### src/rtl/ro_count_tx.sv
// Ring-oscillator count UART transmitter: 8N1 or 8E1 framing,
// one-entry holding register so frames can go out back to back.
module ro_count_tx #(
  parameter int CLKS_PER_BIT = 16,
  parameter bit PARITY_EN    = 1'b1
) (
  input  logic        clk,
  input  logic        rst_n,
  input  logic [7:0]  value_in,
  input  logic        value_valid,
  output logic        value_ready,
  output logic        tx,
  output logic        busy,
  output logic [15:0] frames_sent,
  output logic        ovf_seen
);

  typedef enum logic [2:0] {
    IDLE,
    START,
    DATA,
    PARITY,
    STOP
  } state_t;

  localparam logic [9:0] LAST = 10'(CLKS_PER_BIT - 1);

  state_t      state_q;
  logic [9:0]  timer_q;
  logic [2:0]  idx_q;
  logic [7:0]  shift_q;
  logic [7:0]  hold_q;
  logic        hold_full_q;
  logic        tx_q;
  logic [15:0] frames_q;
  logic        ovf_q;

  logic xfer;
  logic tick;
  logic stop_end;

  assign xfer     = value_valid & ~hold_full_q;
  assign tick     = (timer_q == LAST);
  assign stop_end = (state_q == STOP) & tick;

  always_ff @(posedge clk or negedge rst_n) begin
    if (!rst_n) begin
      state_q     <= IDLE;
      timer_q     <= '0;
      idx_q       <= '0;
      shift_q     <= '0;
      hold_q      <= '0;
      hold_full_q <= 1'b0;
      tx_q        <= 1'b1;
      frames_q    <= '0;
      ovf_q       <= 1'b0;
    end else begin
      if (xfer && value_in == 8'hFF)
        ovf_q <= 1'b1;

      // A transfer landing on the STOP edge bypasses the holding register
      if (xfer && state_q != IDLE && !stop_end) begin
        hold_q      <= value_in;
        hold_full_q <= 1'b1;
      end

      if (state_q != IDLE)
        timer_q <= tick ? '0 : timer_q + 10'd1;

      unique case (state_q)
        IDLE: begin
          timer_q <= '0;
          if (xfer) begin
            shift_q <= value_in;
            state_q <= START;
            tx_q    <= 1'b0;
          end
        end
        START: begin
          if (tick) begin
            state_q <= DATA;
            idx_q   <= '0;
            tx_q    <= shift_q[0];
          end
        end
        DATA: begin
          if (tick) begin
            if (idx_q == 3'd7) begin
              if (PARITY_EN) begin
                state_q <= PARITY;
                tx_q    <= ^shift_q;
              end else begin
                state_q <= STOP;
                tx_q    <= 1'b1;
              end
            end else begin
              idx_q <= idx_q + 3'd1;
              tx_q  <= shift_q[idx_q + 3'd1];
            end
          end
        end
        PARITY: begin
          if (tick) begin
            state_q <= STOP;
            tx_q    <= 1'b1;
          end
        end
        STOP: begin
          if (tick) begin
            frames_q <= frames_q + 16'd1;
            if (hold_full_q) begin
              shift_q     <= hold_q;
              hold_full_q <= 1'b0;
              state_q     <= START;
              tx_q        <= 1'b0;
            end else if (xfer) begin
              shift_q <= value_in;
              state_q <= START;
              tx_q    <= 1'b0;
            end else begin
              state_q <= IDLE;
              tx_q    <= 1'b1;
            end
          end
        end
        default: begin
          state_q <= IDLE;
          tx_q    <= 1'b1;
        end
      endcase
    end
  end

  assign value_ready = ~hold_full_q;
  assign tx          = tx_q;
  assign busy        = (state_q != IDLE) | hold_full_q;
  assign frames_sent = frames_q;
  assign ovf_seen    = ovf_q;

endmodule

### config.mk
export PLATFORM = sky130hd
export DESIGN_NAME = ro_count_tx
export DESIGN_NICKNAME = d
export VERILOG_FILES = /design/src/rtl/ro_count_tx.sv
export SDC_FILE = /design/constraint.sdc
export NUM_CORES = 1
export LEC_CHECK = 0
export BUFFER_PORTS_ARGS = -buffer_cell sky130_fd_sc_hd__buf_2
export CAP_MARGIN = 20
export CORE_UTILIZATION = 43
export DETAILED_ROUTE_END_ITERATION = 7
export PLACE_DENSITY_LB_ADDON = 0.1
export SKIP_CTS_REPAIR_TIMING = 1
export SLEW_MARGIN = 20
export SYNTH_ARGS = -nofsm -noshare
export SYNTH_HDL_FRONTEND = slang
export SYNTH_SLANG_ARGS = --single-unit
### constraint.sdc
create_clock -name clk -period 3.65 [get_ports clk]
set_input_delay 0.73 -clock clk [delete_from_list [all_inputs] [get_ports clk]]
set_output_delay 0.73 -clock clk [all_outputs]
set_load 0.01 [all_outputs]
==> flow_summary.html, run 1 <==
<table>
<tr><th>Metric</th><th>Value</th></tr>
<tr><th colspan="2">Place</th></tr>
<tr><td>Port bufs</td><td>30</td></tr>
<tr><td>Estimated wirelength of the detail-placed design</td><td>3510 um</td></tr>
<tr><td>Weighted congestion reported at the end of routability-driven placement</td><td>0.741</td></tr>
<tr><th colspan="2">CTS</th></tr>
<tr><td>Clock tree from TritonCTS</td><td>done</td></tr>
<tr><td>Number of clock sinks seen by CTS</td><td>51</td></tr>
<tr><td>Maximum buffer depth of the clock tree</td><td>2</td></tr>
<tr><td>Clock slew seen by the registers of the worst setup and hold paths</td><td>0.09 ns</td></tr>
<tr><td>Clock insertion delay at the later pin of the skew report</td><td>0.31 ns</td></tr>
<tr><td>Number of buffers created by CTS</td><td>5</td></tr>
<tr><td>Library cell used as clock root buffer</td><td>sky130_fd_sc_hd__clkbuf_8</td></tr>
<tr><td>H-tree depth</td><td>2</td></tr>
<tr><th colspan="2">Drt</th></tr>
<tr><td>Detailed-route DRC error count</td><td>0</td></tr>
<tr><td>Total iterations of the first detailed-routing run</td><td>4</td></tr>
<tr><td>Drt initial violations</td><td>62</td></tr>
<tr><td>Final wirelength</td><td>4810 um</td></tr>
<tr><td>Remaining antenna violation count</td><td>0</td></tr>
<tr><td>Vias after detailed routing</td><td>1789</td></tr>
<tr><td>Routed len/inst</td><td>14.2 um</td></tr>
<tr><td>Via/cell ratio</td><td>5.29</td></tr>
<tr><th colspan="2">Critical path</th></tr>
<tr><td>Critical path endpoint category</td><td>primary output</td></tr>
<tr><td>Crit Path Class</td><td>flop to primary output</td></tr>
<tr><td>Worst setup SP type</td><td>flop</td></tr>
<tr><td>Required arrival time at the worst endpoint</td><td>2.92 ns</td></tr>
<tr><td>Critical path launch point</td><td>state_q[1]</td></tr>
<tr><td>Launch instance of the worst register-to-register path</td><td>state_q[2]</td></tr>
<tr><td>Largest fanout on the critical path</td><td>12</td></tr>
<tr><td>Worst Path Arrival</td><td>1.52 ns</td></tr>
<tr><th colspan="2">Yosys</th></tr>
<tr><td>Async set-or-reset flop fraction in the synthesized netlist</td><td>1.00</td></tr>
<tr><td>Number of nets in the synthesized netlist</td><td>249</td></tr>
<tr><td>Count of mapped cells out of synthesis</td><td>234</td></tr>
<tr><td>Sequential fraction of the synthesis area</td><td>0.508</td></tr>
<tr><td>EDFF count, synth</td><td>0</td></tr>
<tr><td>Cell type with the largest total area after synthesis</td><td>sky130_fd_sc_hd__dfrtp_1</td></tr>
<tr><td>Number of distinct library cells after synthesis</td><td>43</td></tr>
<tr><td>Top post-synthesis cells by area</td><td>sky130_fd_sc_hd__dfrtp_1, sky130_fd_sc_hd__xnor2_1, sky130_fd_sc_hd__mux2_2</td></tr>
<tr><td>Synth Area per Inst</td><td>10.8 sq um</td></tr>
<tr><td>Top-area cell type share of the netlist area</td><td>0.497</td></tr>
<tr><td>Count of state elements after synthesis</td><td>51</td></tr>
<tr><td>Post-Syn Area</td><td>0.00252 sq mm</td></tr>
<tr><td>Top flip-flop cell by instance count after synthesis</td><td>sky130_fd_sc_hd__dfrtp_1</td></tr>
<tr><td>Count of synthesis-stage warnings from yosys</td><td>0</td></tr>
<tr><th colspan="2">STA</th></tr>
<tr><td>Unrepaired setup endpoints after global routing</td><td>no</td></tr>
<tr><td>Highest clock frequency the design can meet</td><td>443 MHz</td></tr>
<tr><td>Min Clock Period, post-route</td><td>2.25 ns</td></tr>
<tr><td>Final clock period utilization by the worst path</td><td>0.618</td></tr>
<tr><td>Least-Margin Pin Slew</td><td>0.816 ns</td></tr>
<tr><td>Count of endpoints failing setup in the final report</td><td>0</td></tr>
<tr><td>Remaining max-slew budget at the tightest pin</td><td>0.456</td></tr>
<tr><td>Final count of pins violating max slew</td><td>0</td></tr>
<tr><td>Worst Clk Skew</td><td>0.00840 ns</td></tr>
<tr><td>Setup TNS Final</td><td>0 ns</td></tr>
<tr><td>Final Hold Viols</td><td>0</td></tr>
<tr><th colspan="2">Final layout</th></tr>
<tr><td>Antenna cells</td><td>0</td></tr>
<tr><td>Area Growth Syn to Fin</td><td>13.1%</td></tr>
<tr><td>Filler Cells Inserted</td><td>524</td></tr>
<tr><td>Total Nets Final</td><td>280</td></tr>
<tr><td>Most frequent cells in the layout</td><td>sky130_fd_sc_hd__dfrtp_1, sky130_fd_sc_hd__buf_2, sky130_fd_sc_hd__nor2_1</td></tr>
<tr><td>Share of final-layout standard cells stronger than drive strength 1</td><td>0.237</td></tr>
<tr><td>Leading cell type in the layout, fill and taps excluded</td><td>sky130_fd_sc_hd__dfrtp_1</td></tr>
<tr><th colspan="2">Floorplanning</th></tr>
<tr><td>Overall die width</td><td>78.5 um</td></tr>
<tr><td>I/O pin total</td><td>31</td></tr>
<tr><td>Core area</td><td>0.00557 sq mm</td></tr>
<tr><td>Full die area</td><td>0.00616 sq mm</td></tr>
<tr><td>Number of standard-cell rows in the floorplan</td><td>27</td></tr>
<tr><td>Starting utilization of the core area</td><td>0.451</td></tr>
<tr><td>Overall die height</td><td>78.5 um</td></tr>
<tr><th colspan="2">Min path</th></tr>
<tr><td>Start point of the worst min-delay path</td><td>frames_sent[15]</td></tr>
<tr><td>Type of the worst min-delay path</td><td>flop to flop</td></tr>
<tr><th colspan="2">GRT</th></tr>
<tr><td>Antenna violations before repair</td><td>0</td></tr>
<tr><td>Largest net degree at the start of global routing</td><td>38</td></tr>
<tr><td>Via count of the first global-routing pass</td><td>1767</td></tr>
<tr><td>Wire length of the first global-routing pass</td><td>8440 um</td></tr>
<tr><td>Total global routing overflow</td><td>0</td></tr>
<tr><td>Global-route usage over all layers</td><td>0.179</td></tr>
<tr><th colspan="2">Power and ir drop</th></tr>
<tr><td>PD cells</td><td>493 mW/mm^2</td></tr>
<tr><td>Worst ir drop on vdd</td><td>0.306 mV</td></tr>
<tr><td>Pleak</td><td>1.33 nW</td></tr>
<tr><td>PnR Total Power</td><td>1.40 mW</td></tr>
<tr><th colspan="2">Status</th></tr>
<tr><td>Status</td><td>complete, no violations</td></tr>
<tr><th colspan="2">Job</th></tr>
<tr><td>Total of max-cap violations</td><td>0</td></tr>
</table>
[worst max-delay path, stage by stage, from the launching register on]
cell	delay (ns)
sky130_fd_sc_hd__dfrtp_1	0.52
sky130_fd_sc_hd__nor3_1	0.46
sky130_fd_sc_hd__nand2_1	0.09
sky130_fd_sc_hd__buf_2	0.15
[cell families after synthesis]
group,share of synthesized area
muxes,0.0666
adders and majority gates,0.0199
DFF,0.508
and+or+nand+nor,0.170
AOI/OAI and AO/OA,0.104
buffers and inverters,0.0244
xor gates and xnor gates,0.108
[report_power, final]
part           internal (mW)  switching (mW)
registers              0.635          0.0737
clock network          0.222           0.193
logic                  0.140           0.141
[per-layer routing]
| metal | GRT usage | part of all wire |
|---|---|---|
| met4 | 0.0500 | 0.011 |
| met2 | 0.292 | 0.48 |
| met3 | 0.0488 | 0.026 |
| met5 | 0 | 0 |
| met1 | 0.233 | 0.49 |
[area by class of cell]
type                            count  area, sq um  share of cell area
Clock buffer                        6         82.6              0.0290
Clock inverter                      2         35.0              0.0123
Inverter                            7         26.3             0.00923
Multi-Input combinational cell    169         1180               0.414
Sequential cell                    51         1280               0.449
Tap cell                           72         90.1              0.0316
Timing Repair Buffer               31          158              0.0554
[path summary, 6_finish.rpt]
path | endpoint | slack, ns | cells past startpoint
worst max-delay path | busy | 1.40 | 3
max in group asynchronous | shift_q[2] | 2.43 | 2
min in group asynchronous | hold_q[6] | 0.50 | 1
worst min-delay path | frames_sent[15] | 0.46 | 1
worst min register to register | frames_sent[15] | 0.46 | 1
worst max register to register | frames_sent[15] | 1.53 | 5
[Yosys cell counts, types with 2 or more instances]
cell,number
sky130_fd_sc_hd__a31oi_1,2
sky130_fd_sc_hd__mux4_2,2
sky130_fd_sc_hd__ha_1,4
sky130_fd_sc_hd__xor2_1,12
sky130_fd_sc_hd__inv_1,7
sky130_fd_sc_hd__clkbuf_1,5
sky130_fd_sc_hd__a2bb2oi_1,7
sky130_fd_sc_hd__nand3_1,8
sky130_fd_sc_hd__nand4_1,2
sky130_fd_sc_hd__dfrtp_1,50
sky130_fd_sc_hd__mux2_2,10
sky130_fd_sc_hd__a21oi_1,4
sky130_fd_sc_hd__o22ai_1,8
sky130_fd_sc_hd__xnor2_1,19
sky130_fd_sc_hd__nor3_1,2
sky130_fd_sc_hd__and3_1,5
sky130_fd_sc_hd__nand2_1,24
sky130_fd_sc_hd__or3_1,3
sky130_fd_sc_hd__nor3_2,4
sky130_fd_sc_hd__nor2_1,28
sky130_fd_sc_hd__o21ai_0,6
[sequential cells by signal, summed over array words and instances, names as in the netlist]
register,cells
tx,1
timer_q,10
ovf_seen,1
frames_sent,16
hold_q,8
shift_q,8
hold_full_q,1
state_q,3
idx_q,3
[through the flow]
step	instance area [sq um]	utilization	std cells	hold WS (ns)	worst slack [ns]
5_1_grt	2850	0.511	338	0.485	1.27
2_1_floorplan	2520	-	234	0.433	1.82
6_report	2850	0.511	338	0.465	1.40
3_5_place_dp	2730	0.490	330	0.454	1.54
4_1_cts	2850	0.511	338	0.467	1.37
3_3_place_gp	2730	0.490	330	0.445	1.56
No activity file was read; power rests on OpenSTA's default activity.
==> run 2, diff against run 1 <==
--- a/config.mk
+++ b/config.mk
@@ -5,6 +5,7 @@
 export SDC_FILE = /design/constraint.sdc
 export NUM_CORES = 1
 export LEC_CHECK = 0
+export ABC_AREA = 1
 export BUFFER_PORTS_ARGS = -buffer_cell sky130_fd_sc_hd__buf_2
 export CAP_MARGIN = 20
 export CORE_UTILIZATION = 43
==> constraint.sdc (replaced) <==
create_clock -name clk -period 2 [get_ports clk]
set_input_delay 0.4 -clock clk [delete_from_list [all_inputs] [get_ports clk]]
set_output_delay 0.4 -clock clk [all_outputs]
set_load 0.01 [all_outputs]
==> flow_summary.html, run 2 <==
<table>
<tr><th>Metric</th><th>Value</th></tr>
<tr><th colspan="2">Final layout</th></tr>
<tr><td>Layout Cell Area excl Fill</td><td>0.00313 sq mm</td></tr>
<tr><td>Total area of sequential cells</td><td>0.00128 sq mm</td></tr>
<tr><td>Number of flip-flops in the largest register</td><td>16</td></tr>
<tr><td>Antenna cells</td><td>0</td></tr>
<tr><td>Count of placed standard cells in the final layout, fillers left out</td><td>457</td></tr>
<tr><td>Area Growth Syn to Fin</td><td>13.6%</td></tr>
<tr><td>Total Nets Final</td><td>396</td></tr>
<tr><td>Area of the multi-input gates</td><td>0.00130 sq mm</td></tr>
<tr><td>Filler Cells Inserted</td><td>593</td></tr>
<tr><td>Share of final-layout standard cells stronger than drive strength 1</td><td>0.181</td></tr>
<tr><td>Most frequent cells in the layout</td><td>sky130_fd_sc_hd__nand2_1, sky130_fd_sc_hd__dfrtp_1, sky130_fd_sc_hd__inv_1</td></tr>
<tr><td>Leading cell type in the layout, fill and taps excluded</td><td>sky130_fd_sc_hd__nand2_1</td></tr>
<tr><td>Final standard cell utilization of the core</td><td>0.517</td></tr>
<tr><th colspan="2">CTS</th></tr>
<tr><td>Maximum buffer depth of the clock tree</td><td>2</td></tr>
<tr><td>Library cell used as clock root buffer</td><td>sky130_fd_sc_hd__clkbuf_8</td></tr>
<tr><td>Clock insertion delay at the later pin of the skew report</td><td>0.32 ns</td></tr>
<tr><td>Clock tree from TritonCTS</td><td>done</td></tr>
<tr><td>Number of clock sinks seen by CTS</td><td>51</td></tr>
<tr><td>Number of buffers created by CTS</td><td>5</td></tr>
<tr><td>H-tree depth</td><td>2</td></tr>
<tr><td>Clock slew seen by the registers of the worst setup and hold paths</td><td>0.10 ns</td></tr>
<tr><th colspan="2">Yosys</th></tr>
<tr><td>Number of distinct library cells after synthesis</td><td>37</td></tr>
<tr><td>Top post-synthesis cells by area</td><td>sky130_fd_sc_hd__dfrtp_1, sky130_fd_sc_hd__nand2_1, sky130_fd_sc_hd__inv_1</td></tr>
<tr><td>Count of synthesis-stage warnings from yosys</td><td>0</td></tr>
<tr><td>Post-Syn Area</td><td>0.00276 sq mm</td></tr>
<tr><td>Most frequent cells after synthesis</td><td>sky130_fd_sc_hd__nand2_1, sky130_fd_sc_hd__dfrtp_1, sky130_fd_sc_hd__inv_1</td></tr>
<tr><td>Cell with the most instances after synthesis</td><td>sky130_fd_sc_hd__nand2_1</td></tr>
<tr><td>Cell type with the largest total area after synthesis</td><td>sky130_fd_sc_hd__dfrtp_1</td></tr>
<tr><td>Async set-or-reset flop fraction in the synthesized netlist</td><td>1.00</td></tr>
<tr><td>Count of mapped cells out of synthesis</td><td>342</td></tr>
<tr><td>Top-area cell type share of the netlist area</td><td>0.454</td></tr>
<tr><td>EDFF count, synth</td><td>0</td></tr>
<tr><td>Count of state elements after synthesis</td><td>51</td></tr>
<tr><td>Synth Area per Inst</td><td>8.06 sq um</td></tr>
<tr><td>Number of nets in the synthesized netlist</td><td>357</td></tr>
<tr><td>Top flip-flop cell by instance count after synthesis</td><td>sky130_fd_sc_hd__dfrtp_1</td></tr>
<tr><td>Sequential fraction of the synthesis area</td><td>0.463</td></tr>
<tr><th colspan="2">Place</th></tr>
<tr><td>Placed cell count</td><td>448</td></tr>
<tr><td>Port bufs</td><td>30</td></tr>
<tr><td>Area after detailed placement</td><td>0.00303 sq mm</td></tr>
<tr><td>Weighted congestion reported at the end of routability-driven placement</td><td>0.801</td></tr>
<tr><td>Estimated wirelength of the detail-placed design</td><td>4140 um</td></tr>
<tr><th colspan="2">GRT</th></tr>
<tr><td>Via count of the first global-routing pass</td><td>2105</td></tr>
<tr><td>GR Util met1</td><td>0.270</td></tr>
<tr><td>Global-route usage over all layers</td><td>0.189</td></tr>
<tr><td>Layer with the highest usage</td><td>met2</td></tr>
<tr><td>Antenna violations before repair</td><td>0</td></tr>
<tr><td>Met2 track demand over resource in global routing</td><td>0.288</td></tr>
<tr><td>Wire length of the first global-routing pass</td><td>9660 um</td></tr>
<tr><td>Met3 global-route usage</td><td>0.0356</td></tr>
<tr><td>Total global routing overflow</td><td>0</td></tr>
<tr><td>Largest net degree at the start of global routing</td><td>42</td></tr>
<tr><th colspan="2">Job</th></tr>
<tr><td>Total of max-cap violations</td><td>0</td></tr>
<tr><th colspan="2">Drt</th></tr>
<tr><td>Via/cell ratio</td><td>4.98</td></tr>
<tr><td>Total iterations of the first detailed-routing run</td><td>4</td></tr>
<tr><td>Remaining antenna violation count</td><td>0</td></tr>
<tr><td>Routed len/inst</td><td>12.1 um</td></tr>
<tr><td>Final wirelength</td><td>5540 um</td></tr>
<tr><td>Detailed-route DRC error count</td><td>0</td></tr>
<tr><td>Drt initial violations</td><td>140</td></tr>
<tr><td>Vias after detailed routing</td><td>2277</td></tr>
<tr><th colspan="2">STA</th></tr>
<tr><td>Setup TNS Final</td><td>0 ns</td></tr>
<tr><td>Least-Margin Pin Slew</td><td>0.383 ns</td></tr>
<tr><td>Unrepaired setup endpoints after global routing</td><td>no</td></tr>
<tr><td>Final Hold Viols</td><td>0</td></tr>
<tr><td>Final count of pins violating max slew</td><td>0</td></tr>
<tr><td>Min Clock Period, post-route</td><td>1.87 ns</td></tr>
<tr><td>Count of endpoints failing setup in the final report</td><td>0</td></tr>
<tr><td>Final clock period utilization by the worst path</td><td>0.935</td></tr>
<tr><td>Worst Clk Skew</td><td>0.0130 ns</td></tr>
<tr><td>Highest clock frequency the design can meet</td><td>535 MHz</td></tr>
<tr><td>Remaining max-slew budget at the tightest pin</td><td>0.744</td></tr>
<tr><td>Hold slack</td><td>0.351 ns</td></tr>
<tr><th colspan="2">Critical path</th></tr>
<tr><td>Worst setup SP type</td><td>flop</td></tr>
<tr><td>Worst Path Arrival</td><td>1.47 ns</td></tr>
<tr><td>Largest fanout on the critical path</td><td>7</td></tr>
<tr><td>Required arrival time at the worst endpoint</td><td>1.60 ns</td></tr>
<tr><td>Crit Path Class</td><td>flop to primary output</td></tr>
<tr><td>Critical path endpoint category</td><td>primary output</td></tr>
<tr><th colspan="2">Floorplanning</th></tr>
<tr><td>Number of standard-cell rows in the floorplan</td><td>28</td></tr>
<tr><td>Core area</td><td>0.00606 sq mm</td></tr>
<tr><td>I/O pin total</td><td>31</td></tr>
<tr><td>Overall die height</td><td>82.1 um</td></tr>
<tr><td>Full die area</td><td>0.00674 sq mm</td></tr>
<tr><td>Starting utilization of the core area</td><td>0.455</td></tr>
<tr><td>Overall die width</td><td>82.1 um</td></tr>
<tr><th colspan="2">Power and ir drop</th></tr>
<tr><td>Worst ir drop on vdd</td><td>0.487 mV</td></tr>
<tr><td>PD cells</td><td>949 mW/mm^2</td></tr>
<tr><td>Pleak</td><td>1.60 nW</td></tr>
<tr><th colspan="2">Min path</th></tr>
<tr><td>Type of the worst min-delay path</td><td>input port to flop</td></tr>
<tr><th colspan="2">Status</th></tr>
<tr><td>Status</td><td>complete, no violations</td></tr>
</table>
## run 2: worst max-delay path, cell delays in order (launching register included)
cell and delay [ns]:
sky130_fd_sc_hd__dfrtp_1 0.46, sky130_fd_sc_hd__nor2_2 0.16, sky130_fd_sc_hd__inv_2 0.07, sky130_fd_sc_hd__nor2_4 0.18
sky130_fd_sc_hd__nand2_1 0.13, sky130_fd_sc_hd__buf_2 0.16
## run 2: where the power goes
group	internal [mW]	total, mW	switching [mW]
Combinational	0.370	0.953	0.583
Sequential	1.21	1.39	0.184
Clock	0.254	0.626	0.372
## run 2: cells by family (layout without fill, tap and decap cells)
logic type | after synthesis | count (layout) | synth area share
fa+ha+maj | 4 | 4 | 0.0181
xor+xnor | 16 | 16 | 0.0508
buf+inv | 49 | 89 | 0.0681
flops | 51 | 51 | 0.463
compound gates | 52 | 52 | 0.111
simple gates | 170 | 170 | 0.289
## run 2: path summary, 6_finish.rpt
kind	from	end	slack, ns	depth (start not counted)
min in group asynchronous	rst_n	timer_q[8]	0.48	2
setup reg to reg	frames_sent[0]	frames_sent[14]	0.22	9
setup / recovery	state_q[0]	busy	0.13	5
hold reg to reg	ovf_seen	ovf_seen	0.48	1
hold / removal	value_in[2]	hold_q[2]	0.35	3
max in group asynchronous	rst_n	shift_q[5]	1.02	3
## run 2: layout make-up
| type | count | area share |
|---|---|---|
| inverter | 47 | 0.0563 |
| tap | 75 | 0.0300 |
| clock inverter | 3 | 0.00719 |
| multi-input combinational | 242 | 0.414 |
| clock buffer | 5 | 0.0220 |
| timing repair buffer | 34 | 0.0623 |
| sequential | 51 | 0.408 |
## run 2: routing by layer
metal	share of wire	vias up
met3	0.036	5
li1	-	1180
met1	0.54	1049
met4	0.012	0
met2	0.41	43
met5	0	-
## run 2: through the flow
stage / worst slack [ns] / power, mW
floorplan: 0.400 / 2.13
global placement: 0.261 / 2.36
detailed placement: 0.218 / 2.36
CTS: 0.0206 / 2.99
global route: 0.00193 / 3.22
finish: 0.130 / 2.97
==> run 3, diff against run 2 <==
==> constraint.sdc (replaced) <==
create_clock -name clk -period 2.2 [get_ports clk]
set_input_delay 0.44 -clock clk [delete_from_list [all_inputs] [get_ports clk]]
set_output_delay 0.44 -clock clk [all_outputs]
set_load 0.01 [all_outputs]
==> flow_summary.html, run 3 (same netlist as run 2, synthesis figures left out) <==
<table>
<tr><th>Metric</th><th>Value</th></tr>
<tr><th colspan="2">Status</th></tr>
<tr><td>Status</td><td>complete, no violations</td></tr>
<tr><th colspan="2">GRT</th></tr>
<tr><td>Wire length of the first global-routing pass</td><td>9560 um</td></tr>
<tr><td>Largest net degree at the start of global routing</td><td>29</td></tr>
<tr><td>Total global routing overflow</td><td>0</td></tr>
<tr><td>Via count of the first global-routing pass</td><td>2129</td></tr>
<tr><td>Antenna violations before repair</td><td>0</td></tr>
<tr><td>Global-route usage over all layers</td><td>0.188</td></tr>
<tr><th colspan="2">STA</th></tr>
<tr><td>Remaining max-slew budget at the tightest pin</td><td>0.617</td></tr>
<tr><td>Least-Margin Pin Slew</td><td>0.574 ns</td></tr>
<tr><td>Count of endpoints failing setup in the final report</td><td>0</td></tr>
<tr><td>Min Clock Period, post-route</td><td>1.97 ns</td></tr>
<tr><td>Final Hold Viols</td><td>0</td></tr>
<tr><td>Final clock period utilization by the worst path</td><td>0.897</td></tr>
<tr><td>Highest clock frequency the design can meet</td><td>507 MHz</td></tr>
<tr><td>Worst Setup Slack, final</td><td>0.227 ns</td></tr>
<tr><td>Setup TNS Final</td><td>0 ns</td></tr>
<tr><td>Final count of pins violating max slew</td><td>0</td></tr>
<tr><td>Unrepaired setup endpoints after global routing</td><td>no</td></tr>
<tr><td>Worst Clk Skew</td><td>0.00796 ns</td></tr>
<tr><th colspan="2">Critical path</th></tr>
<tr><td>Critical path endpoint category</td><td>primary output</td></tr>
<tr><td>Worst setup SP type</td><td>flop</td></tr>
<tr><td>Required arrival time at the worst endpoint</td><td>1.76 ns</td></tr>
<tr><td>Largest fanout on the critical path</td><td>7</td></tr>
<tr><td>Worst Path Arrival</td><td>1.53 ns</td></tr>
<tr><td>Crit Path Class</td><td>flop to primary output</td></tr>
<tr><th colspan="2">Final layout</th></tr>
<tr><td>Share of final-layout standard cells stronger than drive strength 1</td><td>0.177</td></tr>
<tr><td>Area of the multi-input gates</td><td>0.00129 sq mm</td></tr>
<tr><td>Layout Cell Area excl Fill</td><td>0.00310 sq mm</td></tr>
<tr><td>Number of flip-flops in the largest register</td><td>16</td></tr>
<tr><td>Area Growth Syn to Fin</td><td>12.5%</td></tr>
<tr><td>Count of placed standard cells in the final layout, fillers left out</td><td>454</td></tr>
<tr><td>Total Nets Final</td><td>393</td></tr>
<tr><td>Total area of sequential cells</td><td>0.00128 sq mm</td></tr>
<tr><td>Leading cell type in the layout, fill and taps excluded</td><td>sky130_fd_sc_hd__nand2_1</td></tr>
<tr><td>Most frequent cells in the layout</td><td>sky130_fd_sc_hd__nand2_1, sky130_fd_sc_hd__dfrtp_1, sky130_fd_sc_hd__inv_1</td></tr>
<tr><td>Antenna cells</td><td>0</td></tr>
<tr><td>Filler Cells Inserted</td><td>590</td></tr>
<tr><th colspan="2">CTS</th></tr>
<tr><td>Clock tree from TritonCTS</td><td>done</td></tr>
<tr><td>Number of buffers created by CTS</td><td>5</td></tr>
<tr><td>Clock insertion delay at the later pin of the skew report</td><td>0.31 ns</td></tr>
<tr><td>Clock slew seen by the registers of the worst setup and hold paths</td><td>0.10 ns</td></tr>
<tr><td>Maximum buffer depth of the clock tree</td><td>2</td></tr>
<tr><td>H-tree depth</td><td>2</td></tr>
<tr><td>Library cell used as clock root buffer</td><td>sky130_fd_sc_hd__clkbuf_8</td></tr>
<tr><td>Number of clock sinks seen by CTS</td><td>51</td></tr>
<tr><th colspan="2">Drt</th></tr>
<tr><td>Detailed-route DRC error count</td><td>0</td></tr>
<tr><td>Via/cell ratio</td><td>4.99</td></tr>
<tr><td>Drt initial violations</td><td>138</td></tr>
<tr><td>Final wirelength</td><td>5490 um</td></tr>
<tr><td>Total iterations of the first detailed-routing run</td><td>4</td></tr>
<tr><td>Vias after detailed routing</td><td>2267</td></tr>
<tr><td>Remaining antenna violation count</td><td>0</td></tr>
<tr><td>Routed len/inst</td><td>12.1 um</td></tr>
<tr><th colspan="2">Place</th></tr>
<tr><td>Placed cell count</td><td>446</td></tr>
<tr><td>Port bufs</td><td>30</td></tr>
<tr><td>Weighted congestion reported at the end of routability-driven placement</td><td>0.874</td></tr>
<tr><td>Estimated wirelength of the detail-placed design</td><td>4170 um</td></tr>
<tr><td>Post-placement setup slack</td><td>0.383 ns</td></tr>
<tr><td>Area after detailed placement</td><td>0.00301 sq mm</td></tr>
<tr><th colspan="2">Floorplanning</th></tr>
<tr><td>Number of standard-cell rows in the floorplan</td><td>28</td></tr>
<tr><td>Overall die height</td><td>82.1 um</td></tr>
<tr><td>Overall die width</td><td>82.1 um</td></tr>
<tr><td>Full die area</td><td>0.00674 sq mm</td></tr>
<tr><td>I/O pin total</td><td>31</td></tr>
<tr><td>Core area</td><td>0.00606 sq mm</td></tr>
<tr><td>Starting utilization of the core area</td><td>0.455</td></tr>
<tr><th colspan="2">Power and ir drop</th></tr>
<tr><td>PnR Total Power</td><td>2.69 mW</td></tr>
<tr><td>Worst ir drop on vdd</td><td>0.379 mV</td></tr>
<tr><td>Internal power consumption</td><td>1.66 mW</td></tr>
<tr><td>Proportion of total power due to net switching</td><td>0.383</td></tr>
<tr><td>Pleak</td><td>1.59 nW</td></tr>
<tr><td>Clock power frac</td><td>0.211</td></tr>
<tr><td>Net Switching</td><td>1.03 mW</td></tr>
<tr><td>Fraction of power consumed by sequential logic</td><td>0.474</td></tr>
<tr><td>Logic gate share of total power</td><td>0.315</td></tr>
<tr><td>PD cells</td><td>866 mW/mm^2</td></tr>
<tr><th colspan="2">Min path</th></tr>
<tr><td>Type of the worst min-delay path</td><td>input port to async pin</td></tr>
<tr><th colspan="2">Job</th></tr>
<tr><td>Total of max-cap violations</td><td>0</td></tr>
</table>
## run 3: cell count changes in the layout (fill, tap and decap cells not counted), sizes merged
cell         change
buf              -2
clkinvlp         +1
dlygate4sd3      -1
inv              -1
## run 3: metal layers
layer | GRT usage | vias to the layer above | part of all wire
li1 | - | 1187 | -
met3 | 0.0344 | 6 | 0.031
met2 | 0.285 | 39 | 0.42
met1 | 0.270 | 1035 | 0.54
met5 | 0 | - | 0
met4 | 0.0596 | 0 | 0.012
## run 3: power groups by stage
stage               Combinational (mW)  Sequential, mW  Clock [mW]
global placement                 0.837            1.29           0
detailed placement               0.849            1.29           0
finish                           0.847            1.27       0.566
global route                      1.00            1.31       0.614
CTS                              0.852            1.27       0.586
floorplan                        0.688            1.25           0
## run 3: final timing paths
kind | to | slack [ns] | depth (start not counted) | start
setup reg to reg | frames_sent[14] | 0.37 | 9 | frames_sent[0]
min in group clk | hold_q[5] | 0.40 | 3 | value_in[5]
hold / removal | timer_q[1] | 0.12 | 1 | rst_n
hold reg to reg | frames_sent[8] | 0.50 | 1 | frames_sent[8]
max in group asynchronous | hold_full_q | 1.53 | 2 | rst_n
setup / recovery | busy | 0.23 | 5 | state_q[1]
## run 3: critical path: stages, from the launching register on
cell and delay (ns):
sky130_fd_sc_hd__dfrtp_1 0.45, sky130_fd_sc_hd__nor2_2 0.18, sky130_fd_sc_hd__inv_2 0.06, sky130_fd_sc_hd__nor2_2 0.25, sky130_fd_sc_hd__nand2_1 0.13, sky130_fd_sc_hd__buf_2 0.16
## run 3: per-stage QoR
step           utilization  hold slack [ns]
6_report             0.512            0.118
5_1_grt              0.512            0.154
4_1_cts              0.512            0.133
3_5_place_dp         0.497            0.473
3_3_place_gp         0.497            0.460
2_1_floorplan            -            0.144
## run 3: layout make-up
cell class,instances,share of cell area
clock inverters,3,0.00766
repair buffers,31,0.0548
multi-input cells,242,0.417
clock buffers,5,0.0222
flip-flops and latches,51,0.412
well taps,75,0.0302
inverters,47,0.0569
